--- src/rtl/multicycle_alu.sv ---
// Handshaked ALU: single-cycle add/sub/logic/shift ops plus iterative
// shift-add multiply and restoring unsigned divide (WIDTH cycles each).
module multicycle_alu #(
   parameter int unsigned WIDTH = 16
) (
   input  logic             clk,
   input  logic             reset_n,
   input  logic             in_valid,
   output logic             in_ready,
   input  logic [3:0]       op,
   input  logic [WIDTH-1:0] a,
   input  logic [WIDTH-1:0] b,
   output logic             out_valid,
   input  logic             out_ready,
   output logic [WIDTH-1:0] result,
   output logic             flag_z,
   output logic             flag_n,
   output logic             flag_v
);

   localparam int unsigned SHW = $clog2(WIDTH);
   localparam int unsigned H   = WIDTH / 2;
   localparam int unsigned CW  = $clog2(WIDTH + 1);

   localparam logic [3:0] OP_ADD  = 4'd0;
   localparam logic [3:0] OP_SUB  = 4'd1;
   localparam logic [3:0] OP_AND  = 4'd2;
   localparam logic [3:0] OP_ORR  = 4'd3;
   localparam logic [3:0] OP_NOT  = 4'd4;
   localparam logic [3:0] OP_TCP  = 4'd5;
   localparam logic [3:0] OP_SHL  = 4'd6;
   localparam logic [3:0] OP_SHR  = 4'd7;
   localparam logic [3:0] OP_LHI  = 4'd8;
   localparam logic [3:0] OP_PASS = 4'd9;
   localparam logic [3:0] OP_ADI  = 4'd10;
   localparam logic [3:0] OP_SRAV = 4'd11;

   typedef enum logic [1:0] {IDLE, BUSY, DONE} state_t;

   state_t           state;
   state_t           state_next;
   logic [CW-1:0]    cnt;
   logic [WIDTH-1:0] hi;
   logic [WIDTH-1:0] lo;
   logic [WIDTH-1:0] opd;
   logic [1:0]       iter_op;

   logic             accept;
   logic             step;
   logic             is_iter;
   logic [WIDTH-1:0] alu_res;
   logic             alu_v;
   logic [WIDTH:0]   mul_sum;
   logic [WIDTH:0]   div_shift;
   logic [WIDTH:0]   div_diff;
   logic [WIDTH-1:0] hi_next;
   logic [WIDTH-1:0] lo_next;
   logic [WIDTH-1:0] fin_res;

   assign is_iter = op[3] & op[2];

   // State register
   always_ff @(posedge clk or negedge reset_n) begin
      if (!reset_n) state <= IDLE;
      else          state <= state_next;
   end

   // Next-state logic
   always_comb begin
      state_next = state;
      case (state)
         IDLE: if (accept) state_next = is_iter ? BUSY : DONE;
         BUSY: if (cnt == CW'(1)) state_next = DONE;
         DONE: begin
            if (out_ready) begin
               if (accept) state_next = is_iter ? BUSY : DONE;
               else        state_next = IDLE;
            end
         end
         default: state_next = IDLE;
      endcase
   end

   // Handshake / control outputs
   always_comb begin
      in_ready = 1'b0;
      step     = 1'b0;
      case (state)
         IDLE:    in_ready = 1'b1;
         BUSY:    step     = 1'b1;
         DONE:    in_ready = out_ready;
         default: in_ready = 1'b0;
      endcase
      accept = in_valid & in_ready;
   end

   // Single-cycle operations
   always_comb begin
      alu_res = '0;
      alu_v   = 1'b0;
      case (op)
         OP_ADD: begin
            alu_res = a + b;
            alu_v   = (a[WIDTH-1] == b[WIDTH-1]) && (alu_res[WIDTH-1] != a[WIDTH-1]);
         end
         OP_SUB: begin
            alu_res = a - b;
            alu_v   = (a[WIDTH-1] != b[WIDTH-1]) && (alu_res[WIDTH-1] != a[WIDTH-1]);
         end
         OP_AND:  alu_res = a & b;
         OP_ORR:  alu_res = a | b;
         OP_NOT:  alu_res = ~a;
         OP_TCP:  alu_res = WIDTH'(0) - a;
         OP_SHL:  alu_res = {a[WIDTH-2:0], 1'b0};
         OP_SHR:  alu_res = {a[WIDTH-1], a[WIDTH-1:1]};
         OP_LHI:  alu_res = {b[H-1:0], {H{1'b0}}};
         OP_PASS: alu_res = a;
         OP_ADI:  alu_res = a + {{(WIDTH-H){b[H-1]}}, b[H-1:0]};
         OP_SRAV: alu_res = $unsigned($signed(a) >>> b[SHW-1:0]);
         default: alu_res = '0;
      endcase
   end

   // One iteration: hi:lo is the product accumulator (mul) or remainder:quotient (div)
   always_comb begin
      mul_sum   = {1'b0, hi} + (lo[0] ? {1'b0, opd} : {(WIDTH+1){1'b0}});
      div_shift = {hi, lo[WIDTH-1]};
      div_diff  = div_shift - {1'b0, opd};
      hi_next   = hi;
      lo_next   = lo;
      if (!iter_op[1]) begin
         hi_next = mul_sum[WIDTH:1];
         lo_next = {mul_sum[0], lo[WIDTH-1:1]};
      end else if (!div_diff[WIDTH]) begin
         hi_next = div_diff[WIDTH-1:0];
         lo_next = {lo[WIDTH-2:0], 1'b1};
      end else begin
         hi_next = div_shift[WIDTH-1:0];
         lo_next = {lo[WIDTH-2:0], 1'b0};
      end
      fin_res = iter_op[0] ? hi_next : lo_next;
   end

   // Datapath and registered outputs
   always_ff @(posedge clk or negedge reset_n) begin
      if (!reset_n) begin
         cnt       <= '0;
         hi        <= '0;
         lo        <= '0;
         opd       <= '0;
         iter_op   <= '0;
         result    <= '0;
         flag_z    <= 1'b0;
         flag_n    <= 1'b0;
         flag_v    <= 1'b0;
         out_valid <= 1'b0;
      end else begin
         out_valid <= (state_next == DONE);
         if (accept) begin
            if (is_iter) begin
               cnt     <= CW'(WIDTH);
               hi      <= '0;
               lo      <= op[1] ? a : b;
               opd     <= op[1] ? b : a;
               iter_op <= op[1:0];
            end else begin
               result <= alu_res;
               flag_z <= (alu_res == '0);
               flag_n <= alu_res[WIDTH-1];
               flag_v <= alu_v;
            end
         end else if (step) begin
            cnt <= CW'(cnt - CW'(1));
            hi  <= hi_next;
            lo  <= lo_next;
            if (cnt == CW'(1)) begin
               result <= fin_res;
               flag_z <= (fin_res == '0);
               flag_n <= fin_res[WIDTH-1];
               flag_v <= 1'b0;
            end
         end
      end
   end

endmodule

--- config.mk ---
export PLATFORM = sky130hd
export DESIGN_NAME = multicycle_alu
export DESIGN_NICKNAME = d
export VERILOG_FILES = /design/src/rtl/multicycle_alu.sv
export SDC_FILE = /design/constraint.sdc
export NUM_CORES = 1
export LEC_CHECK = 0
export CAP_MARGIN = 20
export CORE_MARGIN = 1
export CORE_UTILIZATION = 45
export DETAILED_ROUTE_END_ITERATION = 16
export HOLD_SLACK_MARGIN = 0.03
export PLACE_DENSITY = 0.7
export SETUP_SLACK_MARGIN = 0.2
export SLEW_MARGIN = 20
export SYNTH_ARGS = -nofsm -noshare
export SYNTH_HDL_FRONTEND = slang
export SYNTH_SLANG_ARGS = --single-unit
--- constraint.sdc ---
create_clock -name clk -period 4.8 [get_ports clk]
set_input_delay 0.72 -clock clk [delete_from_list [all_inputs] [get_ports clk]]
set_output_delay 0.72 -clock clk [all_outputs]
set_load 0.02 [all_outputs]
=== Word level (Yosys, flattened, before mapping) ===
Cells that the tools add are included.

* Register bits: 77
* Latch bits: 0
* Bits in writable memories: 0
* Bits in read-only memories: 0
* Input bits: 40
* Output and inout port bits: 21
* Memories: 0

* $add $sub $neg: 7
* Multipliers: 0
* Div/mod/pow operators: 0
* Magnitude comparators: 0
* Equal/unequal tests: 21
* Shifts and indexed selects: 1
* Multiplexer cells: 43
* Bitwise gates (word level): 5
* Reductions and logical operators: 11

{| class="wikitable"
|+ Operator list
! operator !! number
|-
| 16-bit 2-to-1 mux || 17
|-
| 16-bit case mux with 12 select lines || 1
|-
| 16-bit adder || 2
|-
| 16-bit logical NOT || 2
|-
| 16-bit by 16-bit adder with 17-bit output || 1
|-
| 17-bit by 16-bit subtractor with 17-bit output || 1
|-
| 16-bit AND || 1
|-
| 4-bit by 3-bit equality test with 1-bit output (second input constant) || 4
|-
| 4-bit equality test (second input constant) || 4
|-
| 16-bit inverter || 1
|-
| 16-bit OR || 1
|-
| 16-bit by 4-bit >>> shifter with 16-bit output || 1
|-
| 1-bit by 16-bit subtractor with 16-bit output (first input constant) || 1
|-
| 16-bit subtractor || 1
|-
| 5-bit 2-to-1 mux || 3
|-
| 1-bit 2-to-1 mux || 14
|-
| 2-bit 2-to-1 mux || 5
|-
| 4-bit by 2-bit equality test with 1-bit output (second input constant) || 2
|-
| 2-bit case mux with 3 select lines || 1
|-
| 5-bit by 1-bit equality test with 1-bit output (second input constant) || 1
|-
| 5-bit by 1-bit subtractor with 5-bit output (second input constant) || 1
|-
| 2-bit equality test (second input constant) || 2
|-
| 4-bit by 1-bit equality test with 1-bit output (second input constant) || 1
|-
| 4-bit logical NOT || 1
|-
| other kinds (12) || 19
|}

=== Depth between registers and ports, before layout ===
* Word-level depth: 8
* Gate-level depth with buffers: 15

=== Least setup slack after synthesis ===
Ideal clock, no wire load.

* Kind: input port to flip-flop
* Start point: in b[2]
* End point: reg flag_z
* Arrival: 3.926 ns
* Data required time: 4.734 ns
* Slack: 0.807 ns
* Stages: 14
* Cell sequence: clkbuf_1 -> inv_1 -> clkbuf_1 -> ha_1 -> buf_2 -> nand4_1 -> a211o_1 -> a2111oi_0 -> or3_1 -> a21o_1 -> a32oi_1 -> or4_1 -> o31ai_2 -> a41o_1

* Word-level cells in the longest chain between the ends: 5
* Elaborated cells on any way between the ends: 10
* Classes of those cells: add/sub (3); shift (1); mux (3); bitwise (2); reduce/logical (1)

{| class="wikitable"
|+ RTL lines
! item !! line !! RTL
|-
| from (decl) || 12 || <nowiki>input logic [WIDTH-1:0] b,</nowiki>
|-
| 16-bit adder (tied with other cells) || 118 || <nowiki>OP_ADI: alu_res = a + {{(WIDTH-H){b[H-1]}}, b[H-1:0]};</nowiki>
|-
| 16-bit case mux with 12 select lines * || 101 || <nowiki>case (op)</nowiki>
|-
| 16-bit logical NOT * || 168 || <nowiki>flag_z <= (alu_res == '0);</nowiki>
|-
| 1-bit 2-to-1 mux * || 160 || <nowiki>if (is_iter) begin</nowiki>
|-
| 1-bit 2-to-1 mux * || 159 || <nowiki>if (accept) begin</nowiki>
|-
| to (signal assigned) || 168 ||
|-
| to (signal assigned) || 178 || <nowiki>flag_z <= (fin_res == '0);</nowiki>
|-
| to (decl) || 16 || <nowiki>output logic flag_z,</nowiki>
|}

Every way passes the cells marked *; elsewhere a longest branch is shown, timed or not. The select of a mux whose other input is x is not followed.
A chain may end at the register's enable or synchronous reset.

=== Final worst setup path ===
* Start point: in a[0]
* End point: reg flag_z

* Word-level cells in the longest chain between the ends: 5
* Elaborated cells on any way between the ends: 12
* Classes of those cells: add/sub (4); shift (1); mux (3); bitwise (3); reduce/logical (1)

{| class="wikitable"
|+ RTL lines
! item !! line !! RTL
|-
| from (decl) || 11 || <nowiki>input logic [WIDTH-1:0] a,</nowiki>
|-
| 16-bit adder (tied with other cells) || 118 ||
|-
| 16-bit case mux with 12 select lines * || 101 ||
|-
| 16-bit logical NOT * || 168 ||
|-
| 1-bit 2-to-1 mux * || 160 ||
|-
| 1-bit 2-to-1 mux * || 159 ||
|}

Marked as above.

==> results by group <==
Clock network
  – Max clock buf depth: 2
  – Root Driver: clkbuf_16
  – CTS sink count: 76
  – Clock Latency Late Sink: roughly 0.34 ns
  – Clock Pin Slew Worst Setup and Hold Paths: 0.06 ns
  – Postcts setup bufs: 0
  – TritonCTS clock tree: built
  – CTS buffer count: 9
  – H-Tree Depth: 3

Logic synthesis
  – Synthesis Warnings: 0
  – Distinct cell type count after synthesis: 82
  – Syn Nets: about 1600
  – Synthesized area: 10700 um^2
  – Register area share after synthesis: 0.177
  – Flops & latches, synth: 76
  – Synth Flop Type: dfrtp_1
  – Post-Syn Area per Cell: 7.57 um^2
  – Post-synth EDFFs: 0
  – Cells after Synth: 1420
  – Async set or reset register ratio after synthesis: 1.00

Cells and area
  – Commonest non-fill, non-tap cell in the layout: nand2_1
  – Ratio of cells with drive above 1 in the final layout: 0.106
  – Number of inserted diodes: 0
  – Commonest non-fill, non-tap cells in the layout: 166 x nand2_1, 132 x o21ai_0, 106 x nor2_1, 92 x ha_1, 92 x buf_4
  – Area Overhead vs Synth: 14.8%
  – Layout Nets: roughly 1600
  – # fillers: 2272

Detailed routing
  – Drt pass-1 iters: 5
  – Drt via density: 6.37
  – Via count: 11500
  – Post-route ant nets: 0
  – Avg WL per Cell: 22.4 um
  – WL final: 40.5 mm
  – 1st-iter DRT viols: 1298
  – DRC violations left: 0

Place
  – DP Wirelength: 31.6 mm
  – Number of port buffers: 60
  – Placer Congestion: ~1.0

Timing
  – RSZ-0062 raised after global routing: false
  – Period utilization: 0.924
  – Worst slew pin tran: between 1 and 1.5 ns
  – Setup Total Neg Slack: 0 ns
  – Final Hold Viols: 0
  – Skew final: 0.00818 ns
  – Pins Over Slew Limit: 0
  – Slew HR: 0.327
  – Max Fclk: 226 MHz
  – Final setup violation count: 0
  – Min Tclk post-route: 4.43 ns

Pwr
  – Maximum VDD drop: 0.319 mV
  – Design Power: 0.00631 W
  – Pwr Density: about 510 nW/um^2
  – Static leakage: approximately 5.5 nW

Floorplanning
  – Row cnt: 56
  – Die Ht: roughly 160 um
  – Core ar.: ~23000 um^2
  – DIE AREA: 24500 um^2
  – Initial core utilization: 0.458
  – Die width: 157 um
  – Io pins: 61

Setup path
  – CP Launch Type: primary input
  – R2R setup slack: 0.48 ns
  – Worst R2R Start: lo[15]
  – Data required, critical path: roughly 5 ns
  – Worst path arrival time: ~4.7 ns
  – FF-to-FF End: flag_z
  – CP max FO: 10
  – R2R depth: 17
  – CP endpoint kind: flop
  – Setup CP Type: primary input to flop

Global route
  – Global Route Usage Sum: 0.336
  – GRT Residual Overflow: 0
  – Vias in the first global route: roughly 11000
  – First-pass GRT wire length: between 60 and 70 mm
  – Antenna violations before repair: 0
  – Largest net degree at the start of global routing: 77

Min path
  – Hold path start: result[12]
  – Tightest Hold Check Type: flop to flop
  – Worst Hold Path EP: result[12]
  – Hold Path Cell Cnt: 2

Status
  – Status: complete, no violations

Run
  – Max_cap viols: 0
==> critical path, stage by stage <==
cell	delay, ns
clkdlybuf4s50_1	0.72
inv_1	0.15
ha_1	0.28
fa_1	0.42
o21bai_1	0.27
a21oi_1	0.13
a22oi_1	0.24
o21ai_0	0.10
a211oi_1	0.44
nand4_1	0.26
nor4_1	0.45
nand4b_1	0.17
o31ai_2	0.24
a41o_1	0.12
==> power breakdown <==
| group | switching, W | total (W) | leakage, nW | internal (W) |
|---|---|---|---|---|
| Clock | 0.000264 | 0.000662 | 0.134 | 0.000398 |
| Combinational | 0.00256 | 0.00436 | 4.37 | 0.00180 |
| Sequential | 0.000350 | 0.00128 | 0.959 | 0.000935 |
==> stage by stage <==
step	instances	cell area (um^2)	worst slack, ns	hold slack [ns]	util
after floorplan	1420	10700	0.807	0.424	-
after global placement	1793	12000	0.132	0.471	0.513
after detailed placement	1793	12000	0.114	0.473	0.513
after CTS	1808	12300	0.470	0.486	0.525
after global routing	1808	12300	0.206	0.521	0.526
final	1808	12300	0.366	0.480	0.526
==> timing repair <==
action | 4_1_cts | 5_1_grt
gates resized for setup | 0 | 1
endpoints found under the setup margin | 0 | 1
endpoints found under the hold margin | 0 | 0
hold buffers | 0 | 0
==> cells in the mapped netlist (all sizes together), types with 11 or more instances <==
cell type,count,share of area
o21bai,11,0.0077
o21ai,134,0.062
a211oi,18,0.013
ha,92,0.11
a21oi,88,0.041
nor2b,26,0.015
nand2,166,0.058
nand2b,20,0.012
xnor2,32,0.026
a31oi,18,0.010
a21o,27,0.019
dfrtp,76,0.18
inv,81,0.028
o211ai,19,0.013
o221ai,19,0.015
clkbuf,75,0.026
nor2,108,0.038
mux2i,58,0.054
mux4,18,0.039
o31ai,13,0.0095
buf,22,0.010
nor3,24,0.011
mux2,17,0.018
nor4,15,0.0087
a22oi,11,0.0077
xor2,13,0.011
and2,25,0.015
nand3,31,0.014
==> how the worst max path moves through the flow <==
stage                 from  endpoint  slack [ns]  cells after the start
floorplan             b[2]    flag_z        0.81                     14
global placement      a[0]    flag_z        0.13                     14
detailed placement    b[6]    flag_z        0.11                     13
CTS                   b[6]    flag_z        0.47                     13
global route        lo[15]    flag_z        0.21                     16
finish                a[0]    flag_z        0.37                     14
==> registers in the layout, summed over array words and instances, names as in the netlist <==
| register | count |
|---|---|
| state | 2 |
| opd | 16 |
| out_valid | 1 |
| result | 16 |
| iter_op | 2 |
| hi | 16 |
| flag_v | 1 |
| cnt | 5 |
| flag_z | 1 |
| lo | 16 |
==> layout make-up <==
type | count | area, um^2 | area share
Timing Repair Buffer | 151 | 1270 | 0.103
Clock inverter | 5 | 55.1 | 0.00446
Multi-Input combinational cell | 1165 | 8170 | 0.662
Sequential cell | 76 | 1900 | 0.154
Clock buffer | 10 | 229 | 0.0186
Tap cell | 319 | 399 | 0.0323
Inverter | 82 | 308 | 0.0249
==> logic make-up after synthesis <==
family	count (synthesis)	synth area share
xor+xnor	45	0.0367
flops	76	0.177
fa+ha+maj	96	0.115
buf+inv	179	0.0648
compound gates	460	0.284
mux	93	0.111
simple gates	471	0.211
==> metal layers <==
| metal | track usage | wire [um] | vias to the layer above | share of wire |
|---|---|---|---|---|
| li1 | - | - | 5356 | - |
| met1 | 0.441 | 16700 | 5412 | 0.41 |
| met2 | 0.558 | 18800 | 630 | 0.46 |
| met3 | 0.0360 | 3300 | 120 | 0.081 |
| met4 | 0.147 | 1780 | 0 | 0.044 |
| met5 | 0 | 0 | - | 0 |
Power figures use the tool's default switching activity.
